===== src/rtl/dsp_logic_stage.sv =====
// dsp_logic_stage: operand staging for a combinational DSP48E2 logic op.
// A 2-entry skid FIFO holds operand pairs; the head pair drives the DSP
// operand bus and the DSP result is captured into a handshaked output
// register, giving a fully backpressured one-result-per-cycle stage.
module dsp_logic_stage #(
  parameter int width = 48
) (
  input  logic             clock,
  input  logic             reset,
  input  logic             in_valid,
  output logic             in_ready,
  input  logic [width-1:0] in_a,
  input  logic [width-1:0] in_b,
  output logic [width-1:0] dsp_a,
  output logic [width-1:0] dsp_b,
  input  logic [width-1:0] dsp_y,
  output logic             out_valid,
  input  logic             out_ready,
  output logic [width-1:0] out_y,
  output logic [31:0]      count
);

  // The DSP logic unit is 48 bits wide; anything outside 1..48 is unusable.
  generate
    if (width < 1 || width > 48) begin : g_width_check
      $error("dsp_logic_stage: width must be in 1..48");
    end
  endgenerate

  typedef enum logic [1:0] {
    ST_EMPTY = 2'd0,
    ST_ONE   = 2'd1,
    ST_FULL  = 2'd2
  } state_t;

  state_t             state_reg, state_next;
  logic [width-1:0]   e0_a_reg, e0_b_reg, e1_a_reg, e1_b_reg;
  logic [width-1:0]   e0_a_next, e0_b_next, e1_a_next, e1_b_next;
  logic               out_valid_reg;
  logic [width-1:0]   out_y_reg;
  logic [31:0]        count_reg;

  logic               head_valid;
  logic               push;
  logic               pop;
  logic               out_xfer;

  // in_ready depends only on registered occupancy (and the reset level),
  // never on out_ready, so no combinational path crosses the stage.
  assign in_ready   = reset && (state_reg != ST_FULL);
  assign head_valid = (state_reg != ST_EMPTY);
  assign push       = in_valid && in_ready;
  assign pop        = head_valid && (!out_valid_reg || out_ready);
  assign out_xfer   = out_valid_reg && out_ready;

  assign out_valid  = out_valid_reg;
  assign out_y      = out_y_reg;
  assign count      = count_reg;

  // Head entry drives the DSP bus; the bus is forced to zero when empty so
  // stale operands never toggle the DSP inputs.
  for (genvar gi = 0; gi < width; gi++) begin : g_bus
    assign dsp_a[gi] = e0_a_reg[gi] & head_valid;
    assign dsp_b[gi] = e0_b_reg[gi] & head_valid;
  end

  // Occupancy FSM next state and FIFO entry updates.
  always_comb begin
    state_next = state_reg;
    e0_a_next  = e0_a_reg;
    e0_b_next  = e0_b_reg;
    e1_a_next  = e1_a_reg;
    e1_b_next  = e1_b_reg;
    case (state_reg)
      ST_EMPTY: begin
        if (push) begin
          e0_a_next  = in_a;
          e0_b_next  = in_b;
          state_next = ST_ONE;
        end
      end
      ST_ONE: begin
        if (push && pop) begin
          // Head is consumed this edge, so the new pair becomes the head.
          e0_a_next  = in_a;
          e0_b_next  = in_b;
          state_next = ST_ONE;
        end else if (push) begin
          e1_a_next  = in_a;
          e1_b_next  = in_b;
          state_next = ST_FULL;
        end else if (pop) begin
          state_next = ST_EMPTY;
        end
      end
      ST_FULL: begin
        if (pop) begin
          e0_a_next  = e1_a_reg;
          e0_b_next  = e1_b_reg;
          state_next = ST_ONE;
        end
      end
      default: begin
        state_next = ST_EMPTY;
      end
    endcase
  end

  // Occupancy state and FIFO storage.
  always_ff @(posedge clock or negedge reset) begin
    if (!reset) begin
      state_reg <= ST_EMPTY;
      e0_a_reg  <= '0;
      e0_b_reg  <= '0;
      e1_a_reg  <= '0;
      e1_b_reg  <= '0;
    end else begin
      state_reg <= state_next;
      e0_a_reg  <= e0_a_next;
      e0_b_reg  <= e0_b_next;
      e1_a_reg  <= e1_a_next;
      e1_b_reg  <= e1_b_next;
    end
  end

  // Output register: capture the DSP result on pop, otherwise drop valid
  // once the consumer takes the result; hold everything while stalled.
  always_ff @(posedge clock or negedge reset) begin
    if (!reset) begin
      out_valid_reg <= 1'b0;
      out_y_reg     <= '0;
    end else if (pop) begin
      out_valid_reg <= 1'b1;
      out_y_reg     <= dsp_y;
    end else if (out_xfer) begin
      out_valid_reg <= 1'b0;
    end
  end

  // Delivered-result counter, wrapping modulo 2^32.
  always_ff @(posedge clock or negedge reset) begin
    if (!reset) begin
      count_reg <= '0;
    end else if (out_xfer) begin
      count_reg <= count_reg + 32'd1;
    end
  end

endmodule


===== config.mk =====
export PLATFORM = sky130hd
export DESIGN_NAME = dsp_logic_stage
export DESIGN_NICKNAME = d
export VERILOG_FILES = /design/src/rtl/dsp_logic_stage.sv
export SDC_FILE = /design/constraint.sdc
export NUM_CORES = 1
export LEC_CHECK = 0
export ABC_CLOCK_PERIOD_IN_PS = 4100
export CAP_MARGIN = 40
export CORE_UTILIZATION = 45
export CTS_CLUSTER_SIZE = 40
export DETAILED_ROUTE_END_ITERATION = 10
export PLACE_DENSITY_LB_ADDON = 0.08
export SLEW_MARGIN = 20
export SYNTH_ARGS = -nofsm -noshare
export SYNTH_HDL_FRONTEND = slang
export SYNTH_SLANG_ARGS = --single-unit
export TNS_END_PERCENT = 100

===== constraint.sdc =====
create_clock -name clock -period 4.1 [get_ports clock]
set_clock_uncertainty 0.2 [all_clocks]
set_input_delay 0.615 -clock clock [delete_from_list [all_inputs] [get_ports clock]]
set_output_delay 0.615 -clock clock [all_outputs]
set_load 0.01 [all_outputs]

==> metrics <==
Detail Route met2 WL=~13000 um; core area=27000 um^2; fin crit period=3340 ps; pins over their slew limit=0; Area after DPL=about 16000 um^2; GRT Util Overall=between 20% and 30%; largest family of logic cells by synthesized area=multiplexers; data arrival time of the critical path=2530 ps; FILL cells=2128; WL/cell=18.3 um; final setup TNS=0 ps; DR DRC count=0; Syn Area/Cell=14.4 um^2; Synth-to-Final Area Change=38.5%; Final Instance Area=17200 um^2; Root Driver=clkbuf_16; Starting Density=a little under half; Post-Syn Area=12400 um^2; first-pass GRT wire length=45900 um; Antenna Nets Post-Route=0; adder-cell share of the synthesized area=0.101%; Leak=7.12 nW; Horiz. Die Dim=168 um; Die Ht=168 um; Met1 Wirelength=12300 um; PwrDens=about 600 nW/um^2; final worst path period share=roughly four fifths; RSZ-0062 raised after global routing=false; CP required=3280 ps; Seq/Total Area, Yosys=55.3%; Resize count post-CTS=0; crit-path cells=nor2_4 > buf_4 > nor2b_1 > clkdlybuf4s50_1; Rel. slew slack=42.7%; Hold Crit Class=flip-flop to flip-flop; Rows=60; CTS Buffer Depth=3; RePlAce Congestion=0.832; mux contribution to synthesized area=31.8%; top_reg_cell synth=dfrtp_1; # hold bufs at CTS=1; starting DRC count in detailed routing=281; Highest Signal Layer=met5; Post-Syn Nets=1013; post-synthesis async set-or-reset flop share=100%; Synth Area in Compound Gates=less than 1%; DP HPWL=19200 um; Worst-path clk slew=60 ps; Max Freq=299 MHz; vias per cell=slightly above 5; Simple-Gate Fraction of Synth Area=8.00%; CTS Buf Count=31; register area=roughly 6900 um^2; post-synthesis xor/xnor area fraction=2.18%; final setup fails=0; cell with the most instances after synthesis=mux2_2; crit-path max cell delay=560 ps; postcts setup bufs=0; # IOs=326; CP max FO=52; number of antenna violations at the first check in global routing=4; share of layout cells above drive strength 1=34.2%; status=finished, final reports clean; Sink Count=275; routed wire length=28600 um; flops & latches, synth=275; final net count=1341; Synth top area share=55.3%; DIE AREA=28300 um^2; VDD IR max=0.000336 V; CP max stage cell=clkdlybuf4s50_1; max cap viols=0; met3 WL=2230 um; vias in the first global route=8390; synthesized instance count=864; final hold violation count=0; critical path class=flip-flop to primary output; port buffer count=~330; synth top area cells=dfrtp_1 55%, mux2_2 27%, nor2b_1 4.9%; area of the multi-input gates=5290 um^2; Post-synth EDFFs=0; Synth Warn #=0; routed vias=7940; Slew @ Worst Pin=853 ps; crit path launch type=flip-flop; total grt overflow=0; Hold WS=274 ps; TritonCTS clock tree=yes; largest net degree at the start of global routing=65; Initial DRT Pass Iterations=4; Critical Path Sink Type=primary output; Clock Latency Late Sink=around 540 ps; H-tree levels=1; Unique masters post-synth=33; Synth top cells by count=296 x mux2_2, 275 x dfrtp_1, 98 x nor2b_1; area leader, netlist=dfrtp_1
-- cells in the final DEF, fill, tap and decap left out, types with 10 or more instances in the layout --
cell / instances
nand4_1: 12
nand2_1: 12
mux2_2: 296
xnor2_1: 25
nand3_1: 10
dfrtp_1: 275
nor2b_1: 97
clkdlybuf4s50_1: 324
mux2_4: 40
clkbuf_16: 31
-- routing by layer --
layer / vias to the layer above / global-route usage (%)
met5: - / 0
li1: 3685 / -
met4: 2 / 6.72
met1: 3952 / 26.3
met3: 55 / 6.02
met2: 246 / 32.6
-- cell type report --
cell class / count / share of cell area, %
Sequential cell: 275 / 40.0
Multi-Input combinational cell: 538 / 30.7
Timing Repair Buffer: 344 / 20.4
Clock buffer: 45 / 5.33
Tap cell: 341 / 2.48
Clock inverter: 11 / 1.05
Inverter: 2 / 0.0436
Antenna cell: 3 / 0.0436
-- worst max-delay path, delay by kind of cell (launching register included) --
family / cells / cell delay (ps)
buf+inv: 2 / 1100
flops: 1 / 490
simple gates: 2 / 350
-- power breakdown --
group          total [mW]  leakage, nW  switching (mW)  internal, mW
combinational        3.26         3.22            1.17          2.09
sequential           4.24         3.35           0.506          3.74
clock                2.93        0.547            1.08          1.85
total                10.4         7.12            2.76          7.68
-- cells by family after synthesis --
logic type	after synthesis
flip-flops	275
buffers and inverters	51
AO/OA/AOI/OAI	4
multiplexers	338
adder cells (fa/ha/maj)	1
AND/OR/NAND/NOR	164
XOR/XNOR	31
-- per-stage QoR --
stage	instances	utilization (%)	setup slack [ps]	power, mW
floorplan	864	-	1790	5.95
detailed placement	1496	59.4	988	7.58
finish	1559	63.7	759	10.4
CTS	1553	63.5	721	10.6
global placement	1495	59.3	1010	7.48
global route	1559	63.7	607	11.0
-- worst paths after layout --
check                      cells past startpoint           end          from  slack [ps]
max                                            4     dsp_a[40]  state_reg[1]         760
min in group asynchronous                      2  e0_a_reg[33]         reset         380
min                                            1     count[31]     count[31]         270
max in group asynchronous                      5      count[9]         reset        1640
max reg2reg                                    4  e0_b_reg[26]  state_reg[1]        1730
min reg2reg                                    1     count[31]     count[31]         270
(Power assumes the default switching activity.)
